$ cat src/rtl/instr_sequencer.sv
// instr_sequencer: fetch/decode/execute control unit for the 16-bit accumulator machine.
// Owns PC, IR, MAR, MBR and AC; sequences a synchronous 1-cycle-read memory and a
// combinational ALU.
//
// Ports:
//   clock, reset_n      system clock, asynchronous active-low reset
//   run                 permits a new fetch (sampled only in FETCH)
//   mem_addr/wdata/we   memory request; wdata is always AC
//   mem_rdata           memory read data, valid the cycle after the address
//   alu_opcode          ALU operation select; operands are AC and MBR
//   alu_result          combinational ALU result
//   pc_out, ac_out      architectural PC and AC
//   instr_done          one-cycle pulse when an instruction retires
//   halted, illegal     sticky status
`timescale 1ns/1ps
module instr_sequencer #(
  parameter logic [11:0] PC_RESET = 12'h000
) (
  input  logic        clock,
  input  logic        reset_n,
  input  logic        run,
  output logic [15:0] mem_addr,
  output logic [15:0] mem_wdata,
  output logic        mem_we,
  input  logic [15:0] mem_rdata,
  output logic [3:0]  alu_opcode,
  output logic [15:0] alu_operand1,
  output logic [15:0] alu_operand2,
  input  logic [15:0] alu_result,
  output logic [11:0] pc_out,
  output logic [15:0] ac_out,
  output logic        instr_done,
  output logic        halted,
  output logic        illegal
);

  localparam logic [3:0] OpHalt    = 4'h0;
  localparam logic [3:0] OpLoad    = 4'h1;
  localparam logic [3:0] OpStore   = 4'h2;
  localparam logic [3:0] OpAdd     = 4'h3;
  localparam logic [3:0] OpSub     = 4'h4;
  localparam logic [3:0] OpAnd     = 4'h5;
  localparam logic [3:0] OpOr      = 4'h6;
  localparam logic [3:0] OpXor     = 4'h7;
  localparam logic [3:0] OpJump    = 4'h8;
  localparam logic [3:0] OpSkipz   = 4'h9;
  localparam logic [3:0] OpSkipneg = 4'hA;
  localparam logic [3:0] OpShl     = 4'hB;
  localparam logic [3:0] OpShr     = 4'hC;
  localparam logic [3:0] OpClear   = 4'hD;

  typedef enum logic [2:0] {
    StFetch,
    StIrLoad,
    StDecode,
    StRdAddr,
    StMbrLoad,
    StExec,
    StStoreWr,
    StHalt
  } state_e;

  state_e      state_q, state_d;
  logic [11:0] pc_q, pc_d;
  logic [15:0] ir_q, ir_d;
  logic [11:0] mar_q, mar_d;
  logic [15:0] mbr_q, mbr_d;
  logic [15:0] ac_q, ac_d;
  logic        illegal_q, illegal_d;
  logic [3:0]  opcode;

  assign opcode = ir_q[15:12];

  // State register
  always_ff @(posedge clock or negedge reset_n) begin
    if (!reset_n) begin
      state_q   <= StFetch;
      pc_q      <= PC_RESET;
      ir_q      <= '0;
      mar_q     <= '0;
      mbr_q     <= '0;
      ac_q      <= '0;
      illegal_q <= 1'b0;
    end else begin
      state_q   <= state_d;
      pc_q      <= pc_d;
      ir_q      <= ir_d;
      mar_q     <= mar_d;
      mbr_q     <= mbr_d;
      ac_q      <= ac_d;
      illegal_q <= illegal_d;
    end
  end

  // Next-state logic
  always_comb begin
    state_d = state_q;
    unique case (state_q)
      StFetch:   if (run) state_d = StIrLoad;
      StIrLoad:  state_d = StDecode;
      StDecode: begin
        case (opcode)
          OpLoad, OpAdd, OpSub, OpAnd, OpOr, OpXor: state_d = StRdAddr;
          OpStore:                                  state_d = StStoreWr;
          OpHalt, 4'hE, 4'hF:                       state_d = StHalt;
          default:                                  state_d = StExec;
        endcase
      end
      StRdAddr:  state_d = StMbrLoad;
      StMbrLoad: state_d = StExec;
      StExec:    state_d = StFetch;
      StStoreWr: state_d = StFetch;
      StHalt:    state_d = StHalt;
    endcase
  end

  // Datapath register updates
  always_comb begin
    pc_d      = pc_q;
    ir_d      = ir_q;
    mar_d     = mar_q;
    mbr_d     = mbr_q;
    ac_d      = ac_q;
    illegal_d = illegal_q;
    case (state_q)
      StIrLoad: begin
        ir_d = mem_rdata;
        pc_d = pc_q + 12'd1;
      end
      StDecode: begin
        mar_d = ir_q[11:0];
        if (opcode == 4'hE || opcode == 4'hF) illegal_d = 1'b1;
      end
      StMbrLoad: mbr_d = mem_rdata;
      StExec: begin
        case (opcode)
          OpLoad:                                           ac_d = mbr_q;
          OpAdd, OpSub, OpAnd, OpOr, OpXor, OpShl, OpShr:   ac_d = alu_result;
          OpJump:                                           pc_d = ir_q[11:0];
          OpSkipz:   if (ac_q == 16'h0000) pc_d = pc_q + 12'd1;
          OpSkipneg: if (ac_q[15])         pc_d = pc_q + 12'd1;
          OpClear:                                          ac_d = '0;
          default: ;
        endcase
      end
      default: ;
    endcase
  end

  // Outputs, decoded from state and registers only
  always_comb begin
    mem_addr   = {4'b0000, pc_q};
    mem_we     = 1'b0;
    instr_done = 1'b0;
    case (state_q)
      StRdAddr:  mem_addr = {4'b0000, mar_q};
      StStoreWr: begin
        mem_addr   = {4'b0000, mar_q};
        mem_we     = 1'b1;
        instr_done = 1'b1;
      end
      StExec:    instr_done = 1'b1;
      default: ;
    endcase

    case (opcode)
      OpAdd:   alu_opcode = 4'b0000;
      OpSub:   alu_opcode = 4'b0001;
      OpAnd:   alu_opcode = 4'b1000;
      OpOr:    alu_opcode = 4'b1001;
      OpXor:   alu_opcode = 4'b1010;
      OpShl:   alu_opcode = 4'b0100;
      OpShr:   alu_opcode = 4'b0101;
      default: alu_opcode = 4'b0000;
    endcase
  end

  assign mem_wdata    = ac_q;
  assign alu_operand1 = ac_q;
  assign alu_operand2 = mbr_q;
  assign pc_out       = pc_q;
  assign ac_out       = ac_q;
  assign halted       = (state_q == StHalt);
  assign illegal      = illegal_q;

endmodule
$ cat config.mk
export PLATFORM = sky130hd
export DESIGN_NAME = instr_sequencer
export DESIGN_NICKNAME = d
export VERILOG_FILES = /design/src/rtl/instr_sequencer.sv
export SDC_FILE = /design/constraint.sdc
export NUM_CORES = 1
export LEC_CHECK = 0
export CORE_MARGIN = 2
export CORE_UTILIZATION = 50
export DETAILED_ROUTE_END_ITERATION = 10
export GPL_ROUTABILITY_DRIVEN = 1
export PLACE_DENSITY = 0.95
export REMOVE_ABC_BUFFERS = 1
export SETUP_SLACK_MARGIN = 0.05
export SYNTH_ARGS = -nofsm -noshare
export SYNTH_HDL_FRONTEND = slang
export SYNTH_SLANG_ARGS = --single-unit
$ cat constraint.sdc
create_clock -name clock -period 2.7 [get_ports clock]
set_input_delay 0.405 -clock clock [delete_from_list [all_inputs] [get_ports clock]]
set_output_delay 0.405 -clock clock [all_outputs]
set_load 0.005 [all_outputs]
==> impl_metrics.csv, run 1 <==
group,metric,value,unit
run_status,outcome,"finished clean",
finish,area_growth,33.5,%
finish,commonest_cells_after_routing_fill_and_taps_aside,"clkdlybuf4s50_1, dfrtp_1, mux2_2",
critical_path,setup.worst_path.start_class,"flop",
place,globalplace.congestion,0.790,
finish,antenna_cells_inserted,0,
logic_synthesis,yosysWarningCount,0,
critical_path,dominant_delay_contributor_by_cell_family_on_the_critical_path,"buffers and inverters",
drt,drt-wirelength-per-cell,18.8,µm
logic_synthesis,postSynthCellCount,363,
drt,drt-total-wl,10700,µm
die,floorplan.io_pins,135,
cts,cts.clk_slew.worst_paths,0.08,ns
sta,maximum_achievable_frequency,397,MHz
drt,detail_route.drc_violations,0,
sta,post-route-min-period,2.52,ns
cts,clock_latency,0.35,ns
pwr,vdd_ir_drop_max,0.752,mV
die,start_util,52.2,%
place,detailedPlace.worstSlack,0.390,ns
cts,number_of_clock_buffers_inserted_by_tritoncts,9,
sta,timing.max_slew.rel_slack,37.0,%
finish,layout_commonest_cell,"clkdlybuf4s50_1",
die,rows,32,
grt,track_usage,24.9,%
logic_synthesis,synth_sequential_area_ratio,46.6,%
place,place.detailed.hpwl,7310,µm
finish,layout.filler_cells,559,
critical_path,crit_required,2.30,ns
finish,multiInputGateArea,1760,µm²
finish,regArea,1900,µm²
critical_path,r2r.worst_path.cells,6,
finish,final_nets,498,
grt,via_count_of_the_first_global_routing_pass,3231,
sta,fin_worst_setup_slack,0.181,ns
sta,hold_violations,0,
critical_path,rr_endpoint,"pc_out[0]",
cts,ctsLongestPathBuffers,2,
sta,setup_viol_count_final,0,
critical_path,cp-end-kind,"primary output",
cts,clkSinkCount,76,
place,port_buffers,130,
critical_path,timing.reg2reg.setup_slack,0.68,ns
worst_hold_path,worstHoldPathType,"primary input to asynchronous set/reset pin",
sta,rsz0062_at_grt,"false",
sta,part_of_the_cycle_the_worst_path_needs,93.3,%
sta,max_slew.worst_pin.slew,0.944,ns
finish,post_route_cells_drive_above_1_share,22.1,%
critical_path,reg2reg_from,"state_q[1]",
flow_run,drv_cap,0,
sta,setup-tns-final,0,ns
die,dieWidth,94.3,µm
drt,detailedRoute.firstIterationViolations,261,
drt,drt-pass1-iter-count,5,
logic_synthesis,synth.ff_latch_count,76,
logic_synthesis,ys.flop_type,"dfrtp_1",
sta,fin_skew,0.0105,ns
critical_path,worst-path-buf-inv,2,
logic_synthesis,mappedNetlistArea,4080,µm²
cts,count_of_h_tree_levels_built_during_cts,3,
critical_path,cp-startpoint,"state_q[0]",
logic_synthesis,syn-mean-instance-area,11.2,µm²
grt,antenna_found_initial,0,
logic_synthesis,synth.distinct_cells,55,
drt,route.detailed.vias_per_inst,5.62,
sta,final-max-slew-violation-count,0,
drt,detail-route-antenna-nets,0,
die,chipHeight,94.3,µm
critical_path,arrival,2.11,ns
logic_synthesis,number_of_enable_flip_flop_cells_after_synthesis,0,
critical_path,critPathMaxFanout,6,
critical_path,critPathKind,"flop to primary output",
cts,clock-root-buffer,"clkbuf_8",
logic_synthesis,async_flop_share,100,%
grt,grt_overflow,0,
grt,grt_max_degree,77,
pwr,power_density,1370,nW/µm²
critical_path,crit_chain,"nor2b_1 -> o21ai_4 -> buf_6 -> mux2_2 -> clkdlybuf4s50_1",
cts,tritoncts,"done",
die,coreArea,7810,µm²
drt,num_vias,3200,
grt,grt_first_pass_wirelength,16900,µm
die,dieArea,8900,µm²
critical_path,critical_path_s_slowest_cell,"clkdlybuf4s50_1",
critical_path,crit_path_max_incr_delay,0.46,ns
pwr,p_leak,2.25,nW
cells by family after synthesis:
group	Yosys count	synth area share [%]
flops	76	46.6
compound gates	84	14.8
buf+inv	61	10.9
other cells	1	0.0919
xor+xnor	2	0.430
simple gates	81	11.2
mux	57	15.7
fa+ha+maj	1	0.307
timing repair:
action | 4_1_cts | 5_1_grt
gates cloned | 0 | 1
setup endpoints to repair | 12 | 12
hold buffers | 0 | 0
resized for setup | 1 | 7
buffers inserted | 0 | 5
state kept, by name, indices dropped and copies added, names as in the netlist:
name / cells
ir_q: 16
mar_q: 12
pc_out: 12
state_q: 3
illegal: 1
alu_operand2: 16
ac_out: 16
worst reg2reg max path: stages (launching register included):
cell and delay (ns):
dfrtp_1 0.52, nand2b_4 0.24, nor2_8 0.31, a2bb2oi_2 0.17, buf_4 0.27, o21ai_1 0.11
a22o_1 0.27
power breakdown:
part	internal, W	switching, W	total [W]
registers	0.00172	0.000738	0.00246
logic	0.00241	0.00162	0.00402
clock network	0.000554	0.000444	0.000998
total	0.00468	0.00280	0.00748
synth_stat cells (all sizes together) (2+ instances only):
cell | number | area (µm²)
nor2 | 29 | 125
a21boi | 2 | 18.8
nor2b | 3 | 21.3
o22ai | 2 | 12.5
a21bo | 2 | 20.0
mux2 | 55 | 619
dfrtp | 76 | 1900
and3 | 2 | 12.5
a21o | 3 | 23.8
mux2i | 2 | 20.0
a211oi | 3 | 32.5
nand2b | 7 | 58.8
a21oi | 34 | 193
xnor2 | 2 | 17.5
buf | 57 | 430
a22oi | 16 | 130
nand4 | 4 | 25.0
nand3 | 8 | 40.0
nor3b | 4 | 35.0
a2bb2oi | 3 | 45.0
o21ai | 13 | 65.1
nand2 | 14 | 55.1
nor4 | 4 | 25.0
inv | 3 | 11.3
stage by stage:
stage | util (%) | area (µm²) | total power [W] | std cells | hold WS [ns]
after detailed placement | 65.9 | 5140 | 0.00638 | 547 | 0.474
after global placement | 65.9 | 5140 | 0.00618 | 547 | 0.460
after floorplan | - | 3660 | 0.00418 | 308 | 0.109
after global routing | 69.7 | 5450 | 0.00799 | 569 | 0.277
after CTS | 68.9 | 5380 | 0.00741 | 563 | 0.238
final | 69.7 | 5450 | 0.00748 | 569 | 0.187
how the worst max path moves through the flow:
stage,to,slack (ns),cells after the start
2_1_floorplan,mem_addr[0],0.50,3
3_3_place_gp,mem_addr[8],0.45,5
3_5_place_dp,mem_addr[8],0.39,5
4_1_cts,mem_addr[8],0.07,5
5_1_grt,mem_addr[3],0.1,5
6_report,mem_addr[8],0.18,5
metal layers:
layer / GRT usage [%] / part of all wire [%] / up-vias
met4: 8.33 / 1.2 / 0
met1: 32.0 / 40 / 1582
li1: - / - / 1447
met3: 5.70 / 7.3 / 13
met5: 0 / 0 / -
met2: 41.8 / 51 / 158
area by class of cell:
cell class              instances  area share (%)
repair buffers                143            25.9
flip-flops and latches         76            34.9
clock buffers                  10            2.53
multi-input cells             229            32.4
inverters                       3           0.207
clock inverters                 6            1.72
well taps                     102            2.34
Power figures use the tool's default switching activity.
==> run 2: changes to the inputs <==
ABC_AREA = 1   (was default)
CTS_CLUSTER_SIZE = 14   (was default)
==> run 2 against run 1 <==
Total power shrank 13%. Global-route usage hardly changed. Synthesized cell count grew 45%. Core utilization down 2.1 points. Routed wire length rose by 0.37%. Maximum frequency fell by 0.45%. Combinational power decreased by 16%. Worst hold slack better by 0.0036 ns. Die area grew 0.70%. First-iteration DRC count increased by 6.9%. Design area is 0.55% higher. Highest routed layer unchanged.
==> impl_metrics.csv, run 2 <==
group,metric,value,unit
run_status,outcome,"finished clean",
grt,via_count_of_the_first_global_routing_pass,3644,
place,port_buffers,130,
grt,grt_first_pass_wirelength,17300,µm
sta,fin_skew,0.0114,ns
cts,clkSinkCount,76,
finish,commonest_cells_after_routing_fill_and_taps_aside,"nand2_1, clkdlybuf4s50_1, dfrtp_1",
sta,setup_viol_count_final,0,
critical_path,crit_required,2.30,ns
critical_path,critPathKind,"flop to primary output",
finish,area_growth,33.3,%
cts,cts.clk_slew.worst_paths,0.09,ns
drt,drt-wirelength-per-cell,14.6,µm
finish,antenna_cells_inserted,0,
place,globalplace.congestion,0.867,
logic_synthesis,ys.flop_type,"dfrtp_1",
grt,track_usage,24.9,%
die,coreArea,8090,µm²
drt,num_vias,3814,
finish,post_route_cells_drive_above_1_share,10.4,%
grt,antenna_found_initial,0,
critical_path,critPathMaxFanout,8,
sta,setup-tns-final,0,ns
pwr,p_leak,2.51,nW
flow_run,drv_cap,0,
logic_synthesis,async_flop_share,100,%
sta,post-route-min-period,2.53,ns
cts,count_of_h_tree_levels_built_during_cts,3,
logic_synthesis,yosysMostFrequentCell,"nand2_1",
place,place.detailed.hpwl,7580,µm
critical_path,arrival,2.13,ns
cts,clock-root-buffer,"clkbuf_8",
die,chipHeight,94.7,µm
sta,rsz0062_at_grt,"false",
grt,grt_max_degree,77,
logic_synthesis,mappedNetlistArea,4110,µm²
logic_synthesis,postSynthCellCount,525,
cts,tritoncts,"done",
logic_synthesis,yosysWarningCount,0,
drt,detailedRoute.firstIterationViolations,279,
logic_synthesis,synth_top_area_share,46.3,%
cts,clock_latency,0.35,ns
sta,timing.max_slew.rel_slack,36.7,%
logic_synthesis,synth.distinct_cells,30,
drt,drt-pass1-iter-count,5,
logic_synthesis,syn-mean-instance-area,7.83,µm²
drt,drt-total-wl,10700,µm
worst_hold_path,worstHoldPathType,"primary input to asynchronous set/reset pin",
drt,detail-route-antenna-nets,0,
die,dieArea,8960,µm²
cts,ctsLongestPathBuffers,2,
logic_synthesis,number_of_enable_flip_flop_cells_after_synthesis,0,
sta,fin_worst_hold_slack,0.191,ns
drt,detail_route.drc_violations,0,
finish,layout_commonest_cell,"nand2_1",
critical_path,setup.worst_path.start_class,"flop",
logic_synthesis,ys_top_cells_by_area,"dfrtp_1, nand2_1, o21ai_0",
sta,max_slew.worst_pin.slew,0.949,ns
pwr,vdd_ir_drop_max,0.687,mV
pwr,power_density,1180,nW/µm²
sta,maximum_achievable_frequency,395,MHz
grt,grt_overflow,0,
die,rows,33,
die,floorplan.io_pins,135,
logic_synthesis,synth_top_cells_by_count,"nand2_1, dfrtp_1, o21ai_0",
pwr,p_total,0.00649,W
logic_synthesis,synth_sequential_area_ratio,46.3,%
logic_synthesis,netlist.top_cell.by_area,"dfrtp_1",
critical_path,cp-end-kind,"primary output",
sta,hold_violations,0,
die,start_util,50.8,%
sta,final-max-slew-violation-count,0,
drt,route.detailed.vias_per_inst,5.21,
logic_synthesis,synth.ff_latch_count,76,
sta,part_of_the_cycle_the_worst_path_needs,93.7,%
die,dieWidth,94.7,µm
finish,layout.filler_cells,677,
cts,number_of_clock_buffers_inserted_by_tritoncts,9,
finish,final_nets,658,
cts,cts.hold.buffers_added,0,
run 2: cell types whose count changed after synthesis, sizes merged, moves of 22 or more:
| cell | change |
|---|---|
| nand3 | +22 |
| o21ai | +51 |
| a21oi | -30 |
| inv | +53 |
| mux2 | -54 |
| nand2 | +147 |
run 2: power breakdown:
| part | leakage (nW) | internal [W] | switching [W] |
|---|---|---|---|
| Sequential | 0.918 | 0.00166 | 0.000554 |
| Clock | 0.0923 | 0.000431 | 0.000450 |
| Combinational | 1.50 | 0.00174 | 0.00165 |
| Total | 2.51 | 0.00383 | 0.00266 |
run 2: path summary, 6_finish.rpt:
kind / to / slack [ns] / start / depth (start not counted)
min in group clock: mar_q[0] / 0.49 / mar_q[0] / 2
setup reg to reg: ac_out[9] / 0.77 / ir_q[13] / 8
setup / recovery: mem_addr[8] / 0.17 / state_q[0] / 10
hold / removal: pc_out[7] / 0.19 / reset_n / 1
hold reg to reg: mar_q[0] / 0.49 / mar_q[0] / 2
max in group asynchronous: state_q[2] / 1.88 / reset_n / 1
run 2: layout make-up:
cell class              count  area, µm²  area share, %
clock buffers               9        124           2.26
clock inverters             7       75.1           1.37
inverters                  56        210           3.84
multi-input cells         343       1660           30.2
flip-flops and latches     76       1900           34.8
well taps                 105        131           2.40
repair buffers            136       1380           25.1
run 2: cell families (layout without fill, tap and decap cells):
group,after synthesis,after routing,synth area share [%]
other cells,1,4,0.0913
fa+ha+maj,1,1,0.304
mux,1,1,0.274
buf+inv,110,208,14.2
xor+xnor,3,3,0.640
simple gates,246,246,25.1
flops,76,76,46.3
compound gates,87,88,13.1
run 2: critical path, stage by stage (launching register included):
cell and delay, ns:
dfrtp_1 0.41, inv_1 0.06, nand2_1 0.09, nor2_2 0.17, inv_2 0.10, o21ai_4 0.08
buf_12 0.15, buf_12 0.10, nand2_1 0.04, o21ai_0 0.07, clkdlybuf4s50_1 0.52
run 2: routing by layer:
metal  vias up  global-route usage, %  share of wire [%]
li1       1823                      -                  -
met1      1799                   31.3                 40
met2       170                   43.7                 51
met3        22                   4.39                7.1
met4         0                   7.97                2.0
met5         -                      0                  0
run 2: per-stage QoR:
stage	area (µm²)	worst slack [ns]	utilization, %	cells
global placement	5190	0.373	64.2	711
finish	5480	0.170	67.7	732
detailed placement	5190	0.304	64.2	711
global route	5480	0.0468	67.7	732
CTS	5400	0.0568	66.7	727
floorplan	3750	0.880	-	474
run 2: what timing repair did:
action	in CTS	in global routing
pin swaps	0	2
gates cloned	0	1
endpoints found under the setup margin	10	12
setup buffers	0	4
resized for setup	2	5
